==> src/rtl/out_channel_pkg.sv <==
// Shared types and defaults for the interpreter's out-instruction path.
package out_channel_pkg;

   localparam int MEMORY_ELEMENT_WIDTH = 12;
   localparam int unsigned N_OUT       = 16;
   localparam int COUNT_WIDTH          = $clog2(N_OUT) + 1;

   typedef logic [MEMORY_ELEMENT_WIDTH-1:0] word_t;
   typedef logic [COUNT_WIDTH-1:0]          count_t;

endpackage

==> src/rtl/out_channel.sv <==
// Buffered sink for the out instruction: circular FIFO with running word
// count, modular checksum and a sticky overflow flag for dropped words.
module out_channel
   import out_channel_pkg::*;
#(
   parameter int          MemoryElementWidth = MEMORY_ELEMENT_WIDTH,
   parameter int unsigned NOut               = N_OUT
) (
   input  logic                          clock,
   input  logic                          reset,
   input  logic                          in_valid,
   input  logic [MemoryElementWidth-1:0] in_data,
   output logic                          out_valid,
   output logic [MemoryElementWidth-1:0] out_data,
   input  logic                          out_ready,
   output logic [$clog2(NOut):0]         count,
   output logic                          overflow,
   output logic [MemoryElementWidth-1:0] checksum,
   output logic [31:0]                   words
);

   localparam int PW = $clog2(NOut);
   localparam int CW = PW + 1;
   localparam logic [CW-1:0] FULL = CW'(NOut);

   logic [MemoryElementWidth-1:0] mem [NOut];
   logic [PW-1:0]                 rd;
   logic [PW-1:0]                 wr;
   logic                          pop;
   logic                          push;
   logic                          drop;

   // Handshake decode; a pop frees a slot for a same-cycle push when full.
   always_comb begin
      out_valid = (count != '0);
      pop       = out_valid && out_ready;
      push      = in_valid && ((count < FULL) || pop);
      drop      = in_valid && (count == FULL) && !pop;
      out_data  = mem[rd];
   end

   // Storage, pointers, occupancy and accepted-word statistics.
   always_ff @(posedge clock) begin
      if (reset) begin
         for (int unsigned i = 0; i < NOut; i++) begin
            mem[i] <= '0;
         end
         rd       <= '0;
         wr       <= '0;
         count    <= '0;
         overflow <= 1'b0;
         checksum <= '0;
         words    <= '0;
      end else begin
         if (push) begin
            mem[wr]  <= in_data;
            wr       <= wr + PW'(1);
            checksum <= checksum + in_data;
            words    <= words + 32'd1;
         end
         if (pop) begin
            rd <= rd + PW'(1);
         end
         if (drop) begin
            overflow <= 1'b1;
         end
         count <= count + CW'(push) - CW'(pop);
      end
   end

endmodule

==> config.mk <==
export PLATFORM = sky130hd
export DESIGN_NAME = out_channel
export DESIGN_NICKNAME = d
export VERILOG_FILES = /design/src/rtl/out_channel_pkg.sv /design/src/rtl/out_channel.sv
export SDC_FILE = /design/constraint.sdc
export NUM_CORES = 1
export LEC_CHECK = 0
export CORE_AREA = 2 2 181 183
export CTS_BUF_LIST = sky130_fd_sc_hd__clkbuf_16
export DETAILED_ROUTE_END_ITERATION = 16
export DIE_AREA = 0 0 183 185
export GPL_TIMING_DRIVEN = 0
export PLACE_DENSITY = 0.59
export SLEW_MARGIN = 20
export SYNTH_ARGS = -nofsm -noshare
export SYNTH_HDL_FRONTEND = slang
export SYNTH_SLANG_ARGS = --single-unit
==> constraint.sdc <==
create_clock -name clock -period 10.4 [get_ports clock]
set_clock_uncertainty 0.15 [all_clocks]
set_input_delay 1.56 -clock clock [delete_from_list [all_inputs] [get_ports clock]]
set_output_delay 1.56 -clock clock [all_outputs]
set_load 0.01 [all_outputs]
# After elaboration in Yosys (flattened, before gate mapping)
# Memory sizes are Yosys's and may differ from the RTL's. A register that Yosys moved wholly into a read port is not among the register bits.
# Index checks and enable logic that the tools add are counted.
# word_totals
register_bits	58
ram_bits	192
inputBits	16
output_inout_bits	63
word_cells	33
memories	1
# mem_list
memory	words	word_bits	rd	rd_ports_with_merged_regs	write_ports	line	source
mem	16	12	1	1	16	out_channel.sv:26	logic [MemoryElementWidth-1:0] mem [NOut];
# classes
n_addsub	6
order_cmp	1
eq_ne	1
n_mux	10
reduce_logical	8
# ops
operator	count
adder 32 x 1 -> 32 bit (second input constant)	1
adder 12 bit	1
2-to-1 mux 12 bit	1
2-to-1 mux 4 bit	3
OR reduction 12 bit	1
adder 4 x 1 -> 4 bit (second input constant)	2
2-to-1 mux 1 bit	6
adder 5 x 1 -> 5 bit	1
equality test 5 bit (second input constant)	1
less-than comparator 5 bit (second input constant)	1
nonzero test 5 bit	1
subtractor 5 x 1 -> 5 bit	1
logical AND 1 bit	4
logical NOT 1 bit	1
logical OR 1 bit	1

# Depth between registers and ports, before layout
# logic_depth
word_depth	9
ltp_mapped	14
depth_no_buf	12

# Least setup slack after synthesis
# OpenSTA, ideal clock, no wires.
# synth_path
path_kind	input to register
start	in out_ready
end	reg count[4]
setup_time_ps	70
arrival_time_ps	4179
required_ps	10180
slack_ps	6000
cell_stages	14
n_path_buf	3
cell_sequence	nand2b_1 -> and2_1 -> buf_2 -> inv_1 -> clkbuf_1 -> clkbuf_1 -> ha_1 -> inv_1 -> ha_1 -> fa_1 -> a21oi_1 -> nor2_1 -> or3_1 -> a21oi_1
# synth_between
elab_chain_cells	5
# synth_rtl
item	line	source
start, declared	out_channel.sv:15	input logic out_ready,
logical AND 1 bit (*)	out_channel.sv:36	pop = out_valid && out_ready;
logical OR 1 bit	out_channel.sv:37	push = in_valid && ((count < FULL) || pop);
logical AND 1 bit	out_channel.sv:37	
adder 5 x 1 -> 5 bit	out_channel.sv:67	count <= count + CW'(push) - CW'(pop);
subtractor 5 x 1 -> 5 bit (*)	out_channel.sv:67	
end signal, assigned	out_channel.sv:67	
end, declared	out_channel.sv:16	output logic [$clog2(NOut):0] count,
# Every way passes the cells marked *; elsewhere a longest branch is shown, timed or not.
# A chain may end at the register's enable or synchronous reset.

==> reports/metrics.cfg <==
[run_status]
status = finished clean

[floorplanning]
rows = 66
dieArea_sq_um = 33860
io_pins = 79
initial_core_util_pct = 37.31
die_w_um = 183
core-area_sq_um = 32040
die_h_um = 185

[setup_path]
startpoint_type = register
arrival_ns = 3.66
reg2reg_depth = 14
path_cells = clkbuf_1 -> clkbuf_1 -> mux4_2 -> mux4_2 -> clkdlybuf4s50_1
path_depth = 5
path_class = reg -> out
required_ns = 8.69
rr_endpoint = count[4]
critPathMaxFanout = 10
critPathSlowestCell = clkbuf_1
slowest_delay_ns = 0.72
critPathBufInv = 3
cp-end-kind = output port
rr_startpoint = count[4]
reg2reg_slack_ns = 6.50
path_delay_family = buffers and inverters

[routing]
drc = 0
drt_iter0_drc = 638
viasPerCell = 5.358
dr.pass1.iters = 5
route.antenna.remaining_nets = 0
dr_total_vias = 7758
drt-wirelength-per-cell_um = 21.78
drt-total-wl_um = 31530

[clock_network]
htreeDepth = 1
cts.sink_count = 254
cts_hold_buffers = 0
cts-buffers-inserted = 28
post_cts_buffers = 0
ctsLongestPathBuffers = 3
cts-root-buf = clkbuf_16
clock_latency_ns = 0.53
cts_resized = 0
path_clk_slew_ns = 0.06
cts_tree = done

[flow_run]
drv_cap = 0

[placed_design]
gp_congestion = 0.8289
place.detailed.hpwl_um = 22130
post-place-ws_ns = 4.835
io_buffers = 76

[final_layout]
drive_gt1_share_pct = 10.96
final_nets = 1061
utilization_pct = 43.80
diodes = 0
area_growth_pct = 17.38

[sta]
min_period_ns = 5.372
fin_hold_ws_ns = 0.3230
maxSlewViolCount = 0
rsz0062_at_grt = no
hold_viol_final = 0
setup_viol = 0
setup_tns_ns = 0
worstMarginPinSlew_ns = 0.9925
layout_setup_ws_ns = 5.028
period_share_pct = 51.66
fmax_ghz = 0.1861
relSlewSlack_pct = 33.83

[logic_synthesis]
synth_edf_count = 192
syn_nets = 955
syn_inst = 914
ys_types = 51
synth_seq_cells = 254
synth_area_per_cell_sq_um = 13.08
synth_warnings = 0
netlist_area_sq_um = 11960
synth_seq_area_share_pct = 58.61
synthArstFlopShare_pct = 0
ys.flop_type = edfxtp_1

[grt]
grt_max_degree = 15
grt_usage_pct = 18.84
first_global_vias = 7799
antenna_found_initial = 1
grt_pass1_wl_um = 47700
gr-total-overflow = 0

[min_path]
min_path_type = reg -> reg
hold_path_startpoint = checksum[0]
hold_depth = 2
whs_endpoint = checksum[0]

[pwr]
power.density_nw_per_um2 = 193.7
power.leakage_nw = 5.442
peakVddDrop_uv = 108.3

## metal layers
metal	vias to the layer above	part of all wire, %	track usage [%]
li1	3648	-	-
met1	3817	44	25.75
met2	246	47	30.70
met3	47	6.7	3.677
met4	0	2.5	5.376
met5	-	0	0
## tightest hold or removal path, delay by kind of cell (launching register included)
family           cells  cell delay, ns
AO/OA/AOI/OAI        1            0.05
flip-flops           1            0.32
AND/OR/NAND/NOR      1            0.06
## cell type report
class	instances	area (sq um)
multi-input combinational	567	4599
buffer	79	302.8
fill	2952	18010
inverter	14	52.55
sequential	254	7007
clock inverter	22	100.1
timing repair buffer	76	760.7
tap	408	510.5
clock buffer	28	700.7
## cells in the final DEF (no fill, tap or decap), drive strengths merged, types with 11 or more instances in the layout
cell and n:
nand3 15, nor4 11, and2 51, ha 23, dfxtp 62, nor2 38, clkbuf 97, xnor2 23
nand2 57, clkdlybuf4s50 76, o21ai 15, inv 23, mux4 60, edfxtp 192, and3 150, clkinv 13
a21oi 27
## report_power, final
part           switching, mW  total (mW)  internal, mW  leakage (nW)
clock network          0.389       0.873         0.484         0.431
registers             0.0346        1.18          1.15          2.49
logic                  0.352       0.662         0.309          2.52
total                  0.776        2.72          1.94          5.44
## flip-flops by register name, summed over array words and instances (netlist names), named ones only
name and flops:
overflow 1, rd 4, wr 4, checksum 12, mem 192, words 32, count 5
## cells in the mapped netlist, types with 2 or more instances
| cell | n | area [sq um] |
|---|---|---|
| and3_1 | 150 | 938.4 |
| buf_2 | 5 | 25.02 |
| nor2_1 | 38 | 142.6 |
| edfxtp_1 | 192 | 5766 |
| a21o_1 | 9 | 67.56 |
| or2_2 | 4 | 25.02 |
| xor2_1 | 10 | 87.58 |
| a21oi_1 | 27 | 135.1 |
| o211ai_1 | 2 | 15.01 |
| dfxtp_1 | 62 | 1241 |
| o21ai_0 | 15 | 75.07 |
| mux2i_1 | 2 | 20.02 |
| fa_1 | 2 | 40.04 |
| xnor2_1 | 23 | 201.4 |
| nor4_1 | 11 | 68.82 |
| nand4b_1 | 2 | 17.52 |
| or3_1 | 10 | 62.56 |
| clkbuf_1 | 69 | 259.0 |
| nor2b_1 | 6 | 37.54 |
| nand2_1 | 57 | 214.0 |
| nor3_1 | 7 | 35.03 |
| nand4_1 | 7 | 43.79 |
| and4_1 | 6 | 52.55 |
| a31oi_1 | 2 | 12.51 |
| nor4b_2 | 2 | 30.03 |
| inv_1 | 13 | 48.80 |
| a211oi_1 | 4 | 30.03 |
| nand2b_1 | 2 | 12.51 |
| ha_1 | 23 | 287.8 |
| mux2_2 | 4 | 45.04 |
| nand3_1 | 14 | 70.07 |
| and2_1 | 51 | 319.1 |
| mux4_2 | 60 | 1351 |
| buf_1 | 5 | 18.77 |
| nor3b_1 | 2 | 15.01 |
## logic make-up (layout without fill, tap and decap cells)
family          Yosys count  count (layout)  share of synthesized area [%]
fa+ha+maj                25              25                          2.742
mux                      66              66                          11.85
compound gates           66              66                          3.297
flops                   254             254                          58.61
xor+xnor                 33              33                          2.418
buf+inv                  93             219                          2.972
simple gates            377             377                          18.12
## worst max-delay path by stage
stage / from / endpoint / slack, ns
2_1_floorplan: out_ready / count[4] / 6.00
3_3_place_gp: out_ready / count[4] / 4.88
3_5_place_dp: out_ready / count[4] / 4.83
4_1_cts: register / out_data[4] / 4.98
5_1_grt: register / out_data[4] / 4.94
6_report: register / out_data[4] / 5.03
## per-stage QoR
| step | cell area [sq um] | power (mW) | instances |
|---|---|---|---|
| after floorplan | 11960 | 1.612 | 914 |
| after global placement | 13230 | 1.870 | 1398 |
| after detailed placement | 13230 | 1.876 | 1398 |
| after CTS | 14030 | 2.745 | 1448 |
| after global routing | 14030 | 2.836 | 1448 |
| final | 14030 | 2.718 | 1448 |
Power figures use the tool's default switching activity.
